<file path="src/rtl/vram_pixel_shifter_if.sv">
// Processor bus snoop inputs, video controls and pixel outputs of the VRAM pixel shifter.
// The master side is the SoC bus and video control; the slave side is the shifter.
interface vram_pixel_shifter_if;
    logic [15:0] memAddr;
    logic        memStrobe;
    logic        memWrite;
    logic [7:0]  memDataRead;
    logic        mode2bpp;
    logic        blank;
    logic        overrunClear;
    logic [1:0]  pixel;
    logic        busy;
    logic        overrun;

    modport master (
        output memAddr, memStrobe, memWrite, memDataRead, mode2bpp, blank, overrunClear,
        input  pixel, busy, overrun
    );

    modport slave (
        input  memAddr, memStrobe, memWrite, memDataRead, mode2bpp, blank, overrunClear,
        output pixel, busy, overrun
    );
endinterface

</file>
<file path="src/rtl/vram_pixel_shifter.sv">
// Purpose: snoops VRAM reads and serialises each fetched byte into 1bpp/2bpp pixels.
// Latency: hit in cycle N, byte captured in N+1, first pixel shown from N+2.
// Backpressure: none; one held byte absorbs a fetch while busy, further fetches flag overrun.
module vram_pixel_shifter #(
    parameter int DIVIDER  = 2,
    parameter int MATCH_HI = 15,
    parameter int MATCH_LO = 9,
    parameter logic [MATCH_HI-MATCH_LO:0] MATCH_VALUE = 7'h7F,
    parameter bit INVERT   = 1'b1
) (
    input  logic clk,
    input  logic reset,
    vram_pixel_shifter_if.slave bus
);
    localparam int CW = (DIVIDER > 1) ? $clog2(DIVIDER) : 1;
    localparam logic [CW-1:0] DIV_LAST = CW'(DIVIDER - 1);

    logic          hit_d_q,     hit_d_d;
    logic [7:0]    shift_q,     shift_d;
    logic          mode_q,      mode_d;
    logic [3:0]    remaining_q, remaining_d;
    logic [7:0]    hold_q,      hold_d;
    logic          hold_vld_q,  hold_vld_d;
    logic [CW-1:0] div_cnt_q,   div_cnt_d;
    logic          overrun_q,   overrun_d;

    logic       busy;
    logic       tick;
    logic       last;
    logic       ovr_set;
    logic [3:0] reload;
    logic [1:0] pix_raw;
    logic [1:0] inv_mask;
    logic [1:0] pixel_w;

    always_comb begin
        hit_d_d     = bus.memStrobe & ~bus.memWrite &
                      (bus.memAddr[MATCH_HI:MATCH_LO] == MATCH_VALUE);
        shift_d     = shift_q;
        mode_d      = mode_q;
        remaining_d = remaining_q;
        hold_d      = hold_q;
        hold_vld_d  = hold_vld_q;
        ovr_set     = 1'b0;

        busy   = (remaining_q != 4'd0);
        tick   = busy && (div_cnt_q == DIV_LAST);
        last   = tick && (remaining_q == 4'd1);
        reload = bus.mode2bpp ? 4'd4 : 4'd8;

        div_cnt_d = (!busy || tick) ? '0 : div_cnt_q + 1'b1;

        if (tick) begin
            if (!last) begin
                shift_d     = mode_q ? {shift_q[5:0], 2'b11} : {shift_q[6:0], 1'b1};
                remaining_d = remaining_q - 4'd1;
            end else if (hold_vld_q) begin
                shift_d     = hold_q;
                mode_d      = bus.mode2bpp;
                remaining_d = reload;
                hold_vld_d  = 1'b0;
            end else begin
                shift_d     = 8'hFF;
                remaining_d = 4'd0;
            end
        end

        // A capture landing exactly as the last pixel ends with an empty hold
        // loads the shifter directly so the hold never outlives the byte stream.
        if (hit_d_q) begin
            if (!busy || (last && !hold_vld_q)) begin
                shift_d     = bus.memDataRead;
                mode_d      = bus.mode2bpp;
                remaining_d = reload;
                div_cnt_d   = '0;
            end else begin
                hold_d     = bus.memDataRead;
                hold_vld_d = 1'b1;
                ovr_set    = hold_vld_q && !last;
            end
        end

        if (ovr_set) begin
            overrun_d = 1'b1;
        end else if (bus.overrunClear) begin
            overrun_d = 1'b0;
        end else begin
            overrun_d = overrun_q;
        end

        pix_raw  = mode_q ? shift_q[7:6] : {1'b0, shift_q[7]};
        inv_mask = INVERT ? (mode_q ? 2'b11 : 2'b01) : 2'b00;
        pixel_w  = (bus.blank || !busy) ? 2'b00 : (pix_raw ^ inv_mask);
    end

    always_ff @(posedge clk) begin
        if (reset) begin
            hit_d_q     <= 1'b0;
            shift_q     <= 8'hFF;
            mode_q      <= 1'b0;
            remaining_q <= 4'd0;
            hold_q      <= 8'h00;
            hold_vld_q  <= 1'b0;
            div_cnt_q   <= '0;
            overrun_q   <= 1'b0;
        end else begin
            hit_d_q     <= hit_d_d;
            shift_q     <= shift_d;
            mode_q      <= mode_d;
            remaining_q <= remaining_d;
            hold_q      <= hold_d;
            hold_vld_q  <= hold_vld_d;
            div_cnt_q   <= div_cnt_d;
            overrun_q   <= overrun_d;
        end
    end

    assign bus.pixel   = pixel_w;
    assign bus.busy    = busy;
    assign bus.overrun = overrun_q;
endmodule

</file>
<file path="src/flat_wrapper.sv">
// flat-port wrapper written by rule: the top's interface ports become plain ports
module vram_pixel_shifter_flat 
#(
    parameter int DIVIDER  = 2,
    parameter int MATCH_HI = 15,
    parameter int MATCH_LO = 9,
    parameter logic [MATCH_HI-MATCH_LO:0] MATCH_VALUE = 7'h7F,
    parameter bit INVERT   = 1'b1
)
  (clk, reset, bus_memAddr, bus_memStrobe, bus_memWrite, bus_memDataRead, bus_mode2bpp, bus_blank, bus_overrunClear, bus_pixel, bus_busy, bus_overrun);
  vram_pixel_shifter_if bus_i ();
  input  logic clk;
  input  logic reset;
  input wire logic [$bits(bus_i.memAddr)-1:0] bus_memAddr;
  input wire logic [$bits(bus_i.memStrobe)-1:0] bus_memStrobe;
  input wire logic [$bits(bus_i.memWrite)-1:0] bus_memWrite;
  input wire logic [$bits(bus_i.memDataRead)-1:0] bus_memDataRead;
  input wire logic [$bits(bus_i.mode2bpp)-1:0] bus_mode2bpp;
  input wire logic [$bits(bus_i.blank)-1:0] bus_blank;
  input wire logic [$bits(bus_i.overrunClear)-1:0] bus_overrunClear;
  output wire logic [$bits(bus_i.pixel)-1:0] bus_pixel;
  output wire logic [$bits(bus_i.busy)-1:0] bus_busy;
  output wire logic [$bits(bus_i.overrun)-1:0] bus_overrun;
  assign bus_i.memAddr = bus_memAddr;
  assign bus_i.memStrobe = bus_memStrobe;
  assign bus_i.memWrite = bus_memWrite;
  assign bus_i.memDataRead = bus_memDataRead;
  assign bus_i.mode2bpp = bus_mode2bpp;
  assign bus_i.blank = bus_blank;
  assign bus_i.overrunClear = bus_overrunClear;
  assign bus_pixel = bus_i.pixel;
  assign bus_busy = bus_i.busy;
  assign bus_overrun = bus_i.overrun;
  vram_pixel_shifter #(.DIVIDER(DIVIDER), .MATCH_HI(MATCH_HI), .MATCH_LO(MATCH_LO), .MATCH_VALUE(MATCH_VALUE), .INVERT(INVERT)) u_core (.clk(clk), .reset(reset), .bus(bus_i));
endmodule
</file>
<file path="config.mk">
export PLATFORM = sky130hd
export DESIGN_NAME = vram_pixel_shifter_flat
export DESIGN_NICKNAME = d
export VERILOG_FILES = /design/src/rtl/vram_pixel_shifter_if.sv /design/src/rtl/vram_pixel_shifter.sv /design/src/flat_wrapper.sv
export SDC_FILE = /design/constraint.sdc
export NUM_CORES = 1
export LEC_CHECK = 0
export CORE_ASPECT_RATIO = 0.6
export CORE_MARGIN = 3
export CORE_UTILIZATION = 45
export DETAILED_ROUTE_END_ITERATION = 12
export GPL_TIMING_DRIVEN = 0
export PLACE_DENSITY = 0.75
export SETUP_SLACK_MARGIN = 0.2
export SYNTH_ARGS = -nofsm -noshare
export SYNTH_HDL_FRONTEND = slang
export SYNTH_SLANG_ARGS = --single-unit
</file>
<file path="constraint.sdc">
create_clock -name clk -period 4.9 [get_ports clk]
set_clock_uncertainty 0.2 [all_clocks]
set_input_delay 1.47 -clock clk [delete_from_list [all_inputs] [get_ports clk]]
set_output_delay 1.47 -clock clk [all_outputs]
set_load 0.05 [all_outputs]
</file>
# --- Word-level counts from Yosys, hierarchy flattened ---
# Cells that the tools add are included.
# W data, S select, Z words.
op_classes:
  n_addsub: 2
  bitwise: 5
  eq_ne: 2
  reduce_logical: 13
  n_mux: 31
op_table:
  columns: ["op", "n"]
  rows:
  - ["$mux W8", 6]
  - ["$mux W4", 6]
  - ["$mux W1", 16]
  - ["$eq A7 B7 Y1 const B", 1]
  - ["$mux W2", 3]
  - ["$eq A4 B1 Y1 const B", 1]
  - ["$logic_and A1 B1 Y1", 4]
  - ["$reduce_bool A4 Y1", 1]
  - ["$sub A4 B1 Y4 const B", 1]
  - ["$logic_not A1 Y1", 3]
  - ["$logic_or A1 B1 Y1", 3]
  - ["$and A1 B1 Y1", 2]
  - ["$not A1 Y1", 2]
  - ["$reduce_and A2 Y1", 1]
  - ["$reduce_bool A2 Y1", 1]
  - ["$xor A2 B2 Y2", 1]
  - ["$add A1 B1 Y1 const B", 1]
totals:
  inputBits: 31
  out_inout_bits: 4
  register_bits: 25
  wordCells: 61

# --- Logic depth before layout (Yosys ltp) ---
logic_depth:
  depth_word: 8
  depth_mapped: 8
  depth_no_buf: 7

# --- Least setup slack after synthesis ---
# OpenSTA, ideal clock, no wires.
synth_path:
  path_type: "input -> output"
  from: "in bus_blank"
  to: "out bus_pixel[0]"
  cell_stages: 1
  setup_slack_ns: -0.619
  t_arrival_ns: 3.849
  cell_sequence: "a2111oi_0"
synth_via:
  elab_chain_cells: 2
synth_rtl:
  columns: ["item", "line_no", "source"]
  rows:
  - ["from (decl)", "flat_wrapper.sv:19", "input wire logic [$bits(bus_i.blank)-1:0] bus_blank;"]
  - ["$logic_or A1 B1 Y1", "vram_pixel_shifter.sv:93", "pixel_w = (bus.blank || !busy) ? 2'b00 : (pix_raw ^ inv_mask);"]
  - ["$mux W2", "vram_pixel_shifter.sv:93", null]
  - ["to (decl)", "flat_wrapper.sv:21", "output wire logic [$bits(bus_i.pixel)-1:0] bus_pixel;"]
# Every way passes these cells.

# --- Worst setup path in the final report ---
layout_path:
  from: "in bus_blank"
  to: "out bus_pixel[1]"
# The elaborated chain is that of the path after synthesis.

==> key figures <==
Clocking
  – Number of clock sinks: 25
  – Clock insertion delay at the later pin of the skew report: 0.27 ns
  – Hold bufs inserted after CTS: 0
  – Number of buffers created by CTS: 3
  – Clock root cell: clkbuf_8
  – Post-CTS repair timing setup buffer count: 0
  – Clock tree from TritonCTS: done
  – # H-tree levels: 1
  – Clock edge transition at the registers on the reported setup and hold paths: 0.09 ns
  – CTS max path bufs: 2

Logic synthesis
  – Flops & latches, synth: 25
  – Fraction of registers with async set or reset after synthesis: 0
  – Number of warnings printed during yosys synthesis: 0
  – Average size of a mapped cell: 9.11 µm²
  – Net count after synthesis: 180
  – Cell types with the highest counts after synthesis: dfxtp_1, a21oi_1, nor2_1
  – Synthesized cell area: 1340 µm²
  – Gate Count Post-Synth: 147
  – Most common cell in the netlist: dfxtp_1
  – Number of flops mapped to enable cells by yosys: 0
  – Sequential area share after synthesis: 0.374
  – Portion of synthesized cell area occupied by the leading cell type: 0.374
  – Synth area leader: dfxtp_1
  – Cell variety after synth: 43
  – Synth area leaders: dfxtp_1, a21oi_1, mux2i_1
  – Ys flop type: dfxtp_1

Status
  – Status: finished, final reports clean

Pwr
  – Static Leakage: 0.645 nW
  – P per Cell Area: 207 nW/µm²
  – Relative contribution of the clock network to total power: 0.345
  – Maximum resistive drop on vdd: 0.167 mV
  – Sequential share of power: 0.578
  – Share of total power in combinational logic: 0.077
  – Power Internal: 277 µW
  – Sw Share: 0.211
  – Switching power: 74.2 µW

Floorplanning
  – Die Wd: 76.4 µm
  – Top-level port count: 35
  – Core area: 2660 µm²
  – Die Y: 48.3 µm
  – Die footprint: 3690 µm²
  – Initial core utilization: 0.503
  – Number of rows in the core area: 14

Route
  – Initial DRC Count: 153
  – DRC violation count after routing: 0
  – Number of iterations in the first detailed-routing pass: 4
  – Via count: 1251
  – Wire length per cell after detailed routing: 16.0 µm
  – Vias per std cell: 5.79
  – Number of nets with antenna violations after routing: 0
  – Drt total wl: 3.46 mm

Cells and area
  – Synth-to-layout area growth: 26.9%
  – Post-route insts no fill: 216
  – Number of inserted diodes: 0
  – Fin nets: 210
  – Fraction of layout cells with a size suffix above 1: 0.142

Setup path
  – CP Buf/Inv Count: 2
  – Crit path DAT: 2.73 ns
  – Setup crit end kind: output pin
  – Worst-path maximum fanout: 2
  – Startpoint of the lowest-slack register-to-register path: u_core.remaining_q[0]
  – Slowest cell on the critical path: dlygate4sd2_1
  – Critical path's largest stage delay: 0.55 ns
  – Depth of the worst register-to-register path: 6
  – Nature of the critical path startpoint: input pin
  – Ordered list of cells on the worst path: clkdlybuf4s50_1, nor4b_2, dlygate4sd2_1
  – Class of the most critical setup path: in2out
  – Delay-heaviest family, CP: buffers and inverters
  – Critical R2R Capture: u_core.hold_q[3]
  – Worst Path Required: 3.23 ns
  – Setup slack of the worst register-to-register path: 2.81 ns

GRT
  – Vias in the first global route: 1138
  – Overall overflow remaining after global route: 0
  – Maximum number of pins on one net before global-route repair: 15
  – Global-route wire length before repair: 5.65 mm
  – Antenna violations before repair: 0
  – Overall Global Routing Usage: 0.201

STA
  – Max_slew headroom: 0.634
  – Count of pins over their slew limit: 0
  – Endpoints failing hold: 0
  – Accumulated negative setup slack: 0 ns
  – Highest Clock Rate: 0.227 GHz
  – Shortest period the worst path allows: 4.40 ns
  – Fin crit share: 0.898
  – Final setup violation count: 0
  – Transition time at the pin with the least slew margin: 0.548 ns
  – Setup repair after global routing missed its margin: no

Placement
  – Final estimated routing congestion in global placement: 0.890
  – Buffers added on ports: 25
  – Placed Cells incl. Taps: 212
  – Detailed placer's ending HPWL: 2.53 mm

Min path
  – Hold wc startpoint: u_core.hold_q[4]
  – Cell depth of the worst min-delay path: 2
  – Classification of the worst-slack hold path: reg2reg
  – End of the worst hold path: u_core.hold_q[4]

Flow run
  – Count of maximum capacitance violations: 0
## per-layer routing
metal	vias to the layer above	wire, µm	global-route usage
met1	583	1640	0.274
met5	-	0	0
met4	0	13	0.0325
met2	60	1480	0.321
met3	2	319	0.0701
li1	606	-	-
## stage by stage
step / hold slack, ns / cell area (µm²) / util / setup slack (ns) / total power [mW]
6_report: 0.303 / 1700 / 0.638 / 0.500 / 0.351
5_1_grt: 0.342 / 1700 / 0.638 / 0.415 / 0.364
4_1_cts: 0.311 / 1700 / 0.637 / 0.219 / 0.355
3_5_place_dp: 0.289 / 1650 / 0.620 / 0.199 / 0.234
3_3_place_gp: 0.270 / 1650 / 0.620 / 0.212 / 0.234
2_1_floorplan: 0.254 / 1350 / - / 0.772 / 0.214
## placed cells by master (no fill, tap or decap), types with 3 or more instances in the layout
cell type	synthesis	layout
nand2_1	4	4
mux2_2	6	6
inv_1	4	4
buf_2	3	3
nand2b_1	6	6
a21oi_1	19	19
a221oi_1	7	7
dfxtp_1	25	25
clkbuf_8	0	3
clkbuf_1	4	4
nor2_1	14	14
o21ai_0	3	3
nor3_1	7	7
clkdlybuf4s50_1	0	23
mux2i_1	8	8
## power by group through the flow
| stage | combinational (mW) | clock, mW | sequential [mW] |
|---|---|---|---|
| 2_1_floorplan | 0.00602 | 0 | 0.208 |
| 3_3_place_gp | 0.0263 | 0 | 0.208 |
| 3_5_place_dp | 0.0265 | 0 | 0.208 |
| 4_1_cts | 0.0267 | 0.125 | 0.203 |
| 5_1_grt | 0.0286 | 0.132 | 0.203 |
| 6_report | 0.0269 | 0.121 | 0.203 |
## cell families (layout without fill, tap and decap cells)
group / after synthesis / count (layout) / synth area share
AND/OR/NAND/NOR: 50 / 50 / 0.226
buffers and inverters: 14 / 43 / 0.0505
XOR/XNOR: 1 / 1 / 0.00654
flip-flops: 25 / 25 / 0.374
AO/OA/AOI/OAI: 41 / 41 / 0.214
multiplexers: 14 / 14 / 0.110
adder cells (fa/ha/maj): 2 / 2 / 0.0187
## worst max path at each step
stage                     slack [ns]  cells past startpoint            to      start
final                           0.50                      3  bus_pixel[1]  bus_blank
after global routing            0.42                      3  bus_pixel[1]  bus_blank
after CTS                       0.22                      3  bus_pixel[0]  bus_blank
after detailed placement        0.20                      3  bus_pixel[1]  bus_blank
after global placement          0.21                      3  bus_pixel[1]  bus_blank
after floorplan                 0.77                      1  bus_pixel[0]  bus_blank
## final cells by class
type	instances	area [µm²]
Buffer	9	48.8
Inverter	5	18.8
Fill cell	241	963
Multi-Input combinational cell	108	783
Sequential cell	25	500
Clock buffer	3	41.3
Tap cell	40	50.0
Clock inverter	1	5.00
Timing Repair Buffer	25	251
## what timing repair did
item / in CTS / in global routing
endpoints found under the setup margin: 1 / 1
resized for setup: 1 / 1
pin swaps: 0 / 0
gates cloned: 0 / 0
## state kept, by name (all words and copies together), names as in the netlist
register	count
u_core.hit_d_q	1
u_core.div_cnt_q	1
u_core.hold_vld_q	1
u_core.remaining_q	4
u_core.mode_q	1
u_core.shift_q	8
u_core.bus.overrun	1
u_core.hold_q	8
## worst min-delay path: cells and delay by family (launching register included)
kind             cells  cell delay (ns)
flip-flops           1             0.33
AND/OR/NAND/NOR      1             0.08
multiplexers         1             0.07
Note: power is estimated with default switching activity, not from simulation.
